[src/rtl/spi_flash_sim_xip.sv]
// SPI NOR flash bench model for XIP boot simulation.
// Pins are sampled in the clk_i domain. Supported opcodes: READ (03),
// FAST_READ (0B), RDSR (05) and JEDEC-ID (9F). Every other opcode is ignored
// and flagged on err_cmd_o.
module spi_flash_sim_xip #(
    parameter int unsigned ADDR_BYTES    = 3,
    parameter int unsigned MEM_ADDR_BITS = 8,
    parameter string       MEM_INIT      = "",
    parameter int unsigned DUMMY_CLKS    = 8,
    parameter logic [23:0] JEDEC_ID      = 24'hEF4017,
    parameter logic [7:0]  STATUS        = 8'h00
) (
    input  logic       clk_i,
    input  logic       rst_i,
    input  logic       spi_cs_i,
    input  logic       spi_sck_i,
    input  logic       spi_si_i,
    output logic       spi_so_o,
    output logic       txn_done_o,
    output logic       err_cmd_o,
    output logic [7:0] last_cmd_o
);
    localparam int unsigned DEPTH      = 2 ** MEM_ADDR_BITS;
    localparam logic [7:0]  ADDR_LAST  = 8'(ADDR_BYTES * 8 - 1);
    localparam logic [7:0]  DUMMY_LAST = 8'((DUMMY_CLKS == 0) ? 0 : DUMMY_CLKS - 1);

    typedef enum logic [2:0] {
        S_IDLE, S_CMD, S_ADDR, S_DUMMY, S_DATA, S_RESP, S_IGNORE
    } state_t;

    // Byte-wide backing store. It is never written by the design, only
    // preloaded, and reset leaves its contents alone.
    logic [7:0] mem [DEPTH];

    // Preload: erased flash (all FF).
    initial begin
        for (int i = 0; i < int'(DEPTH); i++) mem[i] = 8'hFF;
    end

    logic [1:0] cs_sync_q, sck_sync_q, si_sync_q;
    logic       cs_prev_q, sck_prev_q;
    logic       cs_s, si_s, sck_rise, sck_fall;

    // Two-stage synchronisers plus one history stage for edge detection.
    // cs history resets low so a frame already in progress at reset release
    // never looks like a fresh cs fall.
    always_ff @(posedge clk_i) begin
        if (rst_i) begin
            cs_sync_q  <= '0;
            sck_sync_q <= '0;
            si_sync_q  <= '0;
            cs_prev_q  <= 1'b0;
            sck_prev_q <= 1'b0;
        end else begin
            cs_sync_q  <= {cs_sync_q[0], spi_cs_i};
            sck_sync_q <= {sck_sync_q[0], spi_sck_i};
            si_sync_q  <= {si_sync_q[0], spi_si_i};
            cs_prev_q  <= cs_sync_q[1];
            sck_prev_q <= sck_sync_q[1];
        end
    end

    assign cs_s     = cs_sync_q[1];
    assign si_s     = si_sync_q[1];
    assign sck_rise = sck_sync_q[1] & ~sck_prev_q;
    assign sck_fall = ~sck_sync_q[1] & sck_prev_q;

    state_t                   state_q, state_d;
    logic [7:0]               bit_cnt_q, bit_cnt_d;
    logic [6:0]               cmd_sr_q, cmd_sr_d;
    logic [7:0]               last_cmd_q, last_cmd_d;
    logic [MEM_ADDR_BITS-1:0] addr_q, addr_d, addr_sh, addr_inc;
    logic [7:0]               tx_q, tx_d;
    logic [2:0]               tx_cnt_q, tx_cnt_d;
    logic [1:0]               resp_cnt_q, resp_cnt_d;
    logic                     so_q, so_d, done_q, done_d, err_q, err_d;
    logic [7:0]               cmd_byte;

    // Only the low MEM_ADDR_BITS of the address are kept, so the address is
    // taken modulo the depth for free and 4-byte mode needs no extra logic.
    assign addr_sh  = {addr_q[MEM_ADDR_BITS-2:0], si_s};
    assign addr_inc = addr_q + 1'b1;
    assign cmd_byte = {cmd_sr_q, si_s};

    // State and datapath registers.
    always_ff @(posedge clk_i) begin
        if (rst_i) begin
            state_q    <= S_IDLE;
            bit_cnt_q  <= '0;
            cmd_sr_q   <= '0;
            last_cmd_q <= '0;
            addr_q     <= '0;
            tx_q       <= '0;
            tx_cnt_q   <= '0;
            resp_cnt_q <= '0;
            so_q       <= 1'b1;
            done_q     <= 1'b0;
            err_q      <= 1'b0;
        end else begin
            state_q    <= state_d;
            bit_cnt_q  <= bit_cnt_d;
            cmd_sr_q   <= cmd_sr_d;
            last_cmd_q <= last_cmd_d;
            addr_q     <= addr_d;
            tx_q       <= tx_d;
            tx_cnt_q   <= tx_cnt_d;
            resp_cnt_q <= resp_cnt_d;
            so_q       <= so_d;
            done_q     <= done_d;
            err_q      <= err_d;
        end
    end

    // Next-state logic. cs high is checked first so it beats any sck edge
    // seen in the same synced cycle.
    always_comb begin
        state_d    = state_q;
        bit_cnt_d  = bit_cnt_q;
        cmd_sr_d   = cmd_sr_q;
        last_cmd_d = last_cmd_q;
        addr_d     = addr_q;
        tx_d       = tx_q;
        tx_cnt_d   = tx_cnt_q;
        resp_cnt_d = resp_cnt_q;
        so_d       = so_q;
        done_d     = 1'b0;
        err_d      = 1'b0;
        if (cs_s) begin
            if (state_q != S_IDLE) begin
                state_d = S_IDLE;
                so_d    = 1'b1;
                done_d  = (state_q == S_ADDR) || (state_q == S_DUMMY) ||
                          (state_q == S_DATA) || (state_q == S_RESP);
            end
        end else begin
            case (state_q)
                S_IDLE: if (cs_prev_q) begin
                    state_d   = S_CMD;
                    bit_cnt_d = '0;
                    so_d      = 1'b1;
                end
                S_CMD: if (sck_rise) begin
                    cmd_sr_d  = cmd_byte[6:0];
                    bit_cnt_d = bit_cnt_q + 8'd1;
                    if (bit_cnt_q == 8'd7) begin
                        last_cmd_d = cmd_byte;
                        bit_cnt_d  = '0;
                        tx_cnt_d   = '0;
                        case (cmd_byte)
                            8'h03, 8'h0B: state_d = S_ADDR;
                            8'h05: begin
                                state_d = S_RESP;
                                tx_d    = STATUS;
                            end
                            8'h9F: begin
                                state_d    = S_RESP;
                                tx_d       = JEDEC_ID[23:16];
                                resp_cnt_d = 2'd1;
                            end
                            default: begin
                                state_d = S_IGNORE;
                                err_d   = 1'b1;
                            end
                        endcase
                    end
                end
                S_ADDR: if (sck_rise) begin
                    addr_d    = addr_sh;
                    bit_cnt_d = bit_cnt_q + 8'd1;
                    if (bit_cnt_q == ADDR_LAST) begin
                        bit_cnt_d = '0;
                        if (last_cmd_q == 8'h0B && DUMMY_CLKS != 0) begin
                            state_d = S_DUMMY;
                        end else begin
                            state_d = S_DATA;
                            tx_d    = mem[addr_sh];
                        end
                    end
                end
                S_DUMMY: if (sck_rise) begin
                    bit_cnt_d = bit_cnt_q + 8'd1;
                    if (bit_cnt_q == DUMMY_LAST) begin
                        bit_cnt_d = '0;
                        state_d   = S_DATA;
                        tx_d      = mem[addr_q];
                    end
                end
                S_DATA, S_RESP: if (sck_fall) begin
                    so_d = tx_q[7];
                    if (tx_cnt_q == 3'd7) begin
                        tx_cnt_d = '0;
                        if (state_q == S_DATA) begin
                            addr_d = addr_inc;
                            tx_d   = mem[addr_inc];
                        end else if (last_cmd_q == 8'h05) begin
                            tx_d = STATUS;
                        end else begin
                            case (resp_cnt_q)
                                2'd1:    tx_d = JEDEC_ID[15:8];
                                2'd2:    tx_d = JEDEC_ID[7:0];
                                default: tx_d = 8'h00;
                            endcase
                            if (resp_cnt_q != 2'd3) resp_cnt_d = resp_cnt_q + 2'd1;
                        end
                    end else begin
                        tx_d     = {tx_q[6:0], 1'b0};
                        tx_cnt_d = tx_cnt_q + 3'd1;
                    end
                end
                S_IGNORE: ;
                default: state_d = S_IDLE;
            endcase
        end
    end

    assign spi_so_o   = so_q;
    assign txn_done_o = done_q;
    assign err_cmd_o  = err_q;
    assign last_cmd_o = last_cmd_q;
endmodule

[config.mk]
export PLATFORM = sky130hd
export DESIGN_NAME = spi_flash_sim_xip
export DESIGN_NICKNAME = d
export VERILOG_FILES = /design/src/rtl/spi_flash_sim_xip.sv
export SDC_FILE = /design/constraint.sdc
export NUM_CORES = 1
export LEC_CHECK = 0
export BUFFER_PORTS_ARGS = -buffer_cell sky130_fd_sc_hd__buf_4
export CORE_MARGIN = 2
export CORE_UTILIZATION = 57
export DETAILED_ROUTE_END_ITERATION = 10
export PLACE_DENSITY_LB_ADDON = 0.1
export SETUP_SLACK_MARGIN = 0.02
export SLEW_MARGIN = 40
export SYNTH_ARGS = -nofsm -noshare
export SYNTH_HDL_FRONTEND = slang
export SYNTH_SLANG_ARGS = --single-unit
[constraint.sdc]
create_clock -name clk_i -period 4.3 [get_ports clk_i]
set_clock_uncertainty 0.2 [all_clocks]
set_input_delay 0.215 -clock clk_i [delete_from_list [all_inputs] [get_ports clk_i]]
set_output_delay 0.215 -clock clk_i [all_outputs]
set_load 0.01 [all_outputs]
==> flow_summary.json, run 1 <==
{
  "final_max_slew_viol_count": 0,
  "cts_buffers": 5,
  "dp_hpwl_mm": 3.86,
  "period_share_pct": 62.7,
  "netlist_area_sq_um": 2620,
  "finalSetupViolations": 0,
  "ys_ff_latch": 50,
  "syn_nets": 319,
  "firstDrtPassIters": 5,
  "rsz0062_at_grt": "no",
  "wl_mm": 5.44,
  "gp_congestion": 0.838,
  "status": "complete, no violations",
  "grt_first_pass_wirelength_mm": 9.50,
  "cp-end-kind": "register",
  "crit_type": "reg -> reg",
  "via_per_inst": 5.91,
  "async_flop_share_pct": 0,
  "syn_inst": 308,
  "min_period_ps": 2700,
  "route.detailed.drc": 0,
  "grt_usage_pct": 22.8,
  "fmax_mhz": 371,
  "clk_latency_ps": 300,
  "die_h_um": 71.8,
  "grt_pass1_vias": 2023,
  "cts-resized-gates": 0,
  "via_count": 2188,
  "postRouteAntennaNets": 0,
  "cts_sinks": 50,
  "die_w_um": 71.8,
  "fp.dieArea_sq_um": 5150,
  "pre_cts_slack_ps": 1640,
  "final_cells": 370,
  "clk_pin_slew_worst_paths_ps": 90,
  "critPathArrivalTime_ps": 2670,
  "fin_util_pct": 64.7,
  "cap_violations": 0,
  "core_area_sq_um": 4380,
  "placedCellCount": 359,
  "required_ps": 4270,
  "worstMarginPinSlew_ps": 750,
  "seq_area_frac_synth_pct": 38.3,
  "slew_headroom_pct": 48.6,
  "hold_path_class": "in -> reg",
  "seqCellArea_sq_um": 1000,
  "rows": 24,
  "start_util_pct": 59.7,
  "cts_setup_buffers": 0,
  "area_delta_synth_final_pct": 8.37,
  "dr.first_iter.drc_count": 235,
  "clkPwrFrac_pct": 34.8,
  "synth_warnings": 0,
  "synth_edf_count": 0,
  "power.total_mw": 0.810,
  "nFillCells": 401,
  "cts_max_path_buffers": 2,
  "combPwrFrac_pct": 6.5,
  "synth_top_area_share_pct": 38.3,
  "grt_antenna_before_repair": 0,
  "cts_tree": "yes",
  "port_buffers": 15,
  "synth.distinct_cells": 61,
  "synth_flop_cell": "dfxtp_1",
  "p_int_mw": 0.618,
  "cp-start-kind": "register",
  "path_max_fanout": 22,
  "setup_tns_ps": 0,
  "setup_slack_ps": 1600,
  "multi_input_area_sq_um": 1510,
  "p_seq_share_pct": 58.7,
  "p_switching_mw": 0.193,
  "drive_gt1_share_pct": 11.3,
  "wl_per_cell_um": 14.7,
  "clockRootBuffer": "clkbuf_8",
  "power.density_nw_per_um2": 286,
  "synth.avg_cell_area_sq_um": 8.49,
  "synth_area_leaders": "dfxtp_1 38%, nand2_1 4.9%, a21oi_1 4.8%",
  "grt_overflow": 0,
  "holdBufCountCts": 3,
  "h-tree-depth": 2,
  "fin_nets": 328,
  "synth_area_leader_cell": "dfxtp_1",
  "ir_drop_mv": 0.252,
  "grt_max_degree": 44,
  "swShare_pct": 23.8,
  "io_pins": 16,
  "p_leak_nw": 1.02,
  "hold_viol": 0,
  "diodes": 0
}
routing by layer:
metal  global-route usage (%)  vias to the layer above  share of wire [%]
li1                         -                     1125                  -
met1                     31.4                     1005                 48
met2                     36.8                       54                 47
met3                     3.80                        4                4.4
met4                     6.29                        0               0.88
met5                        0                        -                  0
worst paths after layout:
kind                              startpoint             to  slack (ps)  cells past startpoint
worst max-delay path              state_q[0]  last_cmd_o[6]        1600                      5
worst min-delay path                   rst_i    tx_cnt_q[2]         130                      2
worst min register to register  cs_sync_q[0]   cs_sync_q[1]         240                      1
worst max register to register    state_q[0]  last_cmd_o[6]        1600                      5
power by group through the flow:
| stage | Sequential [mW] | Combinational (mW) | Clock (mW) |
|---|---|---|---|
| floorplan | 0.482 | 0.0441 | 0 |
| finish | 0.476 | 0.0526 | 0.282 |
| CTS | 0.476 | 0.0524 | 0.291 |
| global route | 0.477 | 0.0587 | 0.305 |
| global placement | 0.486 | 0.0498 | 0 |
| detailed placement | 0.487 | 0.0499 | 0 |
layout make-up:
class / count / area share, %
sequential: 50 / 35.3
inverter: 7 / 0.927
multi-input combinational: 235 / 53.1
clock inverter: 2 / 0.441
clock buffer: 6 / 2.91
tap: 52 / 2.29
timing repair buffer: 18 / 5.03
cells in the final DEF, fill, tap and decap left out, types with 2 or more instances in the layout:
cell,instances
o21a_1,2
nor2_1,33
mux2i_1,11
o21ai_1,2
and2_1,3
nand2b_1,3
dfxtp_1,50
nand4_1,7
nor2b_1,11
inv_1,7
and4bb_1,2
dlygate4sd3_1,3
clkbuf_8,6
xnor2_1,6
or3_1,5
nor4_1,13
buf_4,15
o21ai_0,10
nor3_1,13
a211oi_1,2
nand2_1,34
a21oi_1,25
o31ai_1,2
a311oi_1,2
and2b_1,2
ha_1,6
nand3_1,2
nor3b_1,2
and4_1,2
a31oi_1,5
worst max-delay path, cell delays in order (launching register included):
cell and delay [ps]:
dfxtp_1 740, nor2b_1 250, nand4_1 520, or3_1 680, nand2_1 110, a21oi_1 70
synth_stat cells, drive strengths merged (2+ instances only):
| master | number |
|---|---|
| dfxtp | 50 |
| nand2 | 34 |
| nor2 | 33 |
| a21oi | 26 |
| nor3 | 14 |
| nor4 | 14 |
| o21ai | 13 |
| nor2b | 12 |
| mux2i | 11 |
| clkbuf | 9 |
| buf | 7 |
| inv | 7 |
| nand4 | 7 |
| ha | 6 |
| xnor2 | 6 |
| a31oi | 5 |
| or3 | 5 |
| a211oi | 3 |
| and2 | 3 |
| nand2b | 3 |
| a311oi | 2 |
| and2b | 2 |
| and4 | 2 |
| and4bb | 2 |
| nand3 | 2 |
| nor3b | 2 |
| nor4b | 2 |
| o21a | 2 |
| o31ai | 2 |
| or4b | 2 |
kinds of logic after synthesis:
kind of cell	count (synthesis)	synth area share (%)
mux	11	4.21
simple gates	145	30.8
compound gates	65	16.9
flops	50	38.3
fa+ha+maj	7	3.25
buf+inv	23	4.21
xor+xnor	7	2.34
metrics by stage:
stage / hold slack (ps) / instance area (sq um)
after floorplan: 143 / 2620
after detailed placement: 228 / 2710
after global routing: 156 / 2840
final: 134 / 2840
after CTS: 123 / 2840
after global placement: 216 / 2710
registers in the layout (all words and copies together) (netlist names), 2 cells and up:
name,flops
bit_cnt_q,8
cmd_sr_q,7
cs_sync_q,2
last_cmd_o,8
resp_cnt_q,2
sck_sync_q,2
si_sync_q,2
state_q,3
tx_cnt_q,3
tx_q,8
No activity file was read; power rests on OpenSTA's default activity.
==> run 2: changes to the inputs <==
==> constraint.sdc (replaced) <==
create_clock -name clk_i -period 2.5 [get_ports clk_i]
set_clock_uncertainty 0.2 [all_clocks]
set_input_delay 0.125 -clock clk_i [delete_from_list [all_inputs] [get_ports clk_i]]
set_output_delay 0.125 -clock clk_i [all_outputs]
set_load 0.01 [all_outputs]
==> flow_summary.json, run 2 (synthesis gave the netlist of run 1 again) <==
{
  "status": "complete, no violations",
  "cp-end-kind": "register",
  "port_buffers": 15,
  "rsz0062_at_grt": "no",
  "slew_headroom_pct": 51.1,
  "start_util_pct": 59.7,
  "nFillCells": 388,
  "area_delta_synth_final_pct": 10.6,
  "required_ps": 2540,
  "cp-start-kind": "register",
  "placedCellCount": 365,
  "final_cell_area_sq_um": 2890,
  "rr_worst_depth": 5,
  "drive_gt1_share_pct": 13.0,
  "h-tree-depth": 2,
  "fp.dieArea_sq_um": 5150,
  "setup_tns_ps": 0,
  "wl_per_cell_um": 15.1,
  "setup_slack_ps": 192,
  "wl_mm": 5.70,
  "pre_cts_slack_ps": 264,
  "path_max_fanout": 16,
  "hold_depth": 2,
  "grt_first_pass_wirelength_mm": 9.70,
  "power.total_mw": 1.48,
  "ir_drop_mv": 0.277,
  "die_h_um": 71.8,
  "cts_max_path_buffers": 2,
  "via_per_inst": 5.93,
  "place_area_sq_um": 2760,
  "cts_tree": "yes",
  "p_leak_nw": 1.06,
  "grt_antenna_before_repair": 0,
  "via_count": 2228,
  "critPathArrivalTime_ps": 2350,
  "clockRootBuffer": "clkbuf_8",
  "power.density_nw_per_um2": 511,
  "min_period_ps": 2310,
  "cts-resized-gates": 0,
  "gp_congestion": 0.847,
  "layout_common_cells": "50 x dfxtp_1, 34 x nand2_1, 33 x nor2_1",
  "worstMarginPinSlew_ps": 712,
  "final_max_slew_viol_count": 0,
  "dp_hpwl_mm": 4.06,
  "grt_overflow": 0,
  "diodes": 0,
  "cts_setup_buffers": 0,
  "grt_usage_pct": 23.7,
  "cap_violations": 0,
  "final_cells": 376,
  "finalSetupViolations": 0,
  "grt_max_degree": 44,
  "io_pins": 16,
  "grt_pass1_vias": 2079,
  "dr.first_iter.drc_count": 131,
  "postRouteAntennaNets": 0,
  "route.detailed.drc": 0,
  "cts_sinks": 50,
  "fin_nets": 334,
  "rows": 24,
  "fmax_mhz": 433,
  "layout_commonest_cell": "dfxtp_1",
  "period_share_pct": 92.3,
  "hold_viol": 0,
  "cts_buffers": 5,
  "die_w_um": 71.8,
  "hold_path_class": "in -> reg",
  "clk_pin_slew_worst_paths_ps": 90,
  "crit_type": "reg -> reg",
  "clk_latency_ps": 310,
  "firstDrtPassIters": 4,
  "core_area_sq_um": 4380
}
==> run 2: cell count changes in the layout (fill, tap and decap cells not counted), sizes merged <==
cell / before / now
buf: 15 / 21
clkbuf: 6 / 5
clkinvlp: 1 / 0
clkinv: 1 / 2
bufinv: 0 / 1
==> run 2: layout make-up <==
type	count	area (sq um)	share of cell area (%)
Inverter	7	26.3	0.908
Clock inverter	3	40.0	1.38
Multi-Input combinational cell	235	1510	52.0
Tap cell	52	65.1	2.25
Sequential cell	50	1000	34.6
Timing Repair Buffer	24	188	6.49
Clock buffer	5	68.8	2.38
==> run 2: critical path, stage by stage (launching register included) <==
cell and delay, ps:
dfxtp_1 680, nor2_1 180, mux2i_1 600, or3_1 250
nand2_1 180, a21oi_1 160
==> run 2: worst paths after layout <==
check                              startpoint       endpoint  slack (ps)
worst max-delay path               state_q[1]   bit_cnt_q[1]         190
worst min-delay path                    rst_i      cs_prev_q          40
worst max register to register     state_q[1]   bit_cnt_q[1]         190
worst min register to register  sck_sync_q[0]  sck_sync_q[1]         240
==> run 2: through the flow <==
stage | utilization, % | hold WS, ps
after floorplan | - | 53.2
after global placement | 62.8 | 137
after detailed placement | 62.8 | 145
after CTS | 66.0 | 34.9
after global routing | 66.0 | 54.4
final | 66.0 | 37.9
==> run 2: repair_timing <==
| item | 4_1_cts | 5_1_grt |
|---|---|---|
| hold buffers | 3 | 0 |
| setup endpoints to repair | 0 | 0 |
| hold endpoints to repair | 3 | 0 |
==> run 2: power by group <==
group	leakage [nW]	internal, mW	switching (mW)
combinational	0.596	0.0366	0.0588
sequential	0.404	0.805	0.0123
clock	0.0579	0.295	0.271
total	1.06	1.14	0.342
==> run 2: layer usage <==
metal | GRT usage (%) | share of wire (%) | vias to the layer above
li1 | - | - | 1139
met4 | 8.39 | 1.4 | 0
met3 | 4.08 | 3.7 | 7
met5 | 0 | 0 | -
met2 | 38.5 | 47 | 36
met1 | 31.7 | 47 | 1046
==> run 3: changes to the inputs <==
--- a/config.mk
+++ b/config.mk
@@ -7,10 +7,10 @@
 export LEC_CHECK = 0
 export BUFFER_PORTS_ARGS = -buffer_cell sky130_fd_sc_hd__buf_4
 export CORE_MARGIN = 2
-export CORE_UTILIZATION = 57
+export CORE_UTILIZATION = 30
 export DETAILED_ROUTE_END_ITERATION = 10
 export PLACE_DENSITY_LB_ADDON = 0.1
-export SETUP_SLACK_MARGIN = 0.02
+export SETUP_SLACK_MARGIN = 0.3
 export SLEW_MARGIN = 40
 export SYNTH_ARGS = -nofsm -noshare
 export SYNTH_HDL_FRONTEND = slang
==> flow_summary.json, run 3 (synthesis gave the netlist of run 1 again) <==
{
  "rsz0062_at_grt": "yes",
  "critPathArrivalTime_ps": 2120,
  "critPathSlowestCell": "nor3_1",
  "cp-start-kind": "register",
  "cp_top_family": "simple AND/OR/NAND/NOR gates",
  "rows": 34,
  "grt_use_met2_pct": 23.1,
  "io_pins": 16,
  "status": "complete, no violations",
  "period_share_pct": 83.2,
  "slew_headroom_pct": 58.5,
  "grt_pass1_vias": 2195,
  "worstPathCellList": "or2_2 > nor3_1 > a221o_1 > nor4_1 > nor3_1",
  "finalSetupViolations": 0,
  "busiest_layer": "met2",
  "cts_sinks": 50,
  "setup_tns_ps": 0,
  "layout_commonest_cell": "dfxtp_1",
  "via_per_inst": 5.19,
  "reg2reg_slack_ps": 420,
  "critPathMaxStageDelay_ps": 490,
  "fmax_mhz": 481,
  "area_delta_synth_final_pct": 18.7,
  "final_max_slew_viol_count": 0,
  "rr_worst_depth": 5,
  "drive_gt1_share_pct": 17.3,
  "wl_per_cell_um": 15.0,
  "cts_tree": "yes",
  "postRouteAntennaNets": 0,
  "core_area_sq_um": 8590,
  "grt_antenna_before_repair": 0,
  "fin_util_pct": 36.2,
  "grt_overflow": 0,
  "multi_input_area_sq_um": 1540,
  "path_max_fanout": 7,
  "required_ps": 2540,
  "r2r-start": "last_cmd_o[5]",
  "h-tree-depth": 2,
  "route.detailed.drc": 0,
  "die_h_um": 97.4,
  "hold_end": "sck_sync_q[1]",
  "placedCellCount": 428,
  "worstMarginPinSlew_ps": 618,
  "cpMostUsedCell": "nor3_1",
  "grt_usage_pct": 14.4,
  "fin_nets": 345,
  "power.density_nw_per_um2": 494,
  "cap_violations": 0,
  "cts_buffers": 5,
  "reg2reg_to": "tx_q[7]",
  "layout_common_cells": "47 x dfxtp_1, 33 x nor2_1, 33 x nand2_1",
  "firstDrtPassIters": 4,
  "cp-end-kind": "register",
  "final_cells": 443,
  "hold_depth": 1,
  "nFillCells": 931,
  "p_leak_nw": 1.12,
  "crit_type": "reg -> reg",
  "hold_viol": 0,
  "dp_hpwl_mm": 4.79,
  "dr.first_iter.drc_count": 107,
  "setup_slack_ps": 421,
  "cts_max_path_buffers": 2,
  "wl_mm": 6.63,
  "grt_max_degree": 23,
  "start_util_pct": 30.4,
  "fp.dieArea_sq_um": 9480,
  "clockRootBuffer": "clkbuf_8",
  "cp.buffers_inverters": 0,
  "hold_path_class": "reg -> reg",
  "met3_usage_pct": 2.37,
  "clk_pin_slew_worst_paths_ps": 110,
  "die_w_um": 97.4,
  "port_buffers": 15,
  "grt_first_pass_wirelength_mm": 11.3,
  "clk_latency_ps": 310,
  "via_count": 2297,
  "seqCellArea_sq_um": 1000,
  "min_period_ps": 2080,
  "pre_cts_slack_ps": 421,
  "setup.worst_path.start": "last_cmd_o[5]",
  "diodes": 0,
  "ir_drop_mv": 0.199,
  "use_met1_pct": 19.8,
  "hold_start": "sck_sync_q[0]",
  "gp_congestion": 0.826
}
-- run 3: cell count changes in the layout (fill, tap and decap cells not counted), moves of 2 or more --
cell,before,now
nor4_1,13,11
dfxtp_2,0,3
buf_4,21,28
dlygate4sd3_1,3,6
nor4_2,1,3
dfxtp_1,50,47
-- run 3: cell type report --
type | instances | area share (%)
clock inverters | 3 | 1.41
flip-flops and latches | 50 | 32.3
clock buffers | 5 | 2.22
repair buffers | 35 | 9.34
inverters | 7 | 0.846
multi-input cells | 235 | 49.5
well taps | 108 | 4.35
-- run 3: stage by stage --
| step | total power [mW] | area [sq um] | hold WS, ps |
|---|---|---|---|
| after global placement | 0.940 | 2880 | 135 |
| after floorplan | 0.905 | 2620 | 53.2 |
| final | 1.53 | 3110 | 246 |
| after global routing | 1.59 | 3110 | 258 |
| after detailed placement | 0.938 | 2880 | 150 |
| after CTS | 1.55 | 3050 | 252 |
-- run 3: how the worst max path moves through the flow --
stage	endpoint	slack [ps]	depth (start not counted)
2_1_floorplan	resp_cnt_q[0]	630	6
3_5_place_dp	bit_cnt_q[1]	420	6
5_1_grt	resp_cnt_q[0]	260	7
4_1_cts	bit_cnt_q[1]	380	6
6_report	tx_q[7]	420	5
3_3_place_gp	tx_q[5]	410	5
-- run 3: power breakdown --
part           switching (mW)  leakage (nW)  internal (mW)
Sequential            0.00999         0.406          0.806
Combinational          0.0671         0.659         0.0455
Clock                   0.304        0.0585          0.301
-- run 3: per-layer routing --
metal | up-vias | wire (um)
met4 | 0 | 103
met3 | 7 | 215
met1 | 1090 | 3270
met2 | 38 | 3040
li1 | 1162 | -
met5 | - | 0
-- run 3: what timing repair did --
| action | CTS | global route |
|---|---|---|
| resized for setup | 0 | 9 |
| endpoints found under the setup margin | 0 | 20 |
| buffers inserted | 0 | 1 |
| hold endpoints to repair | 15 | 0 |
| hold buffers | 6 | 0 |
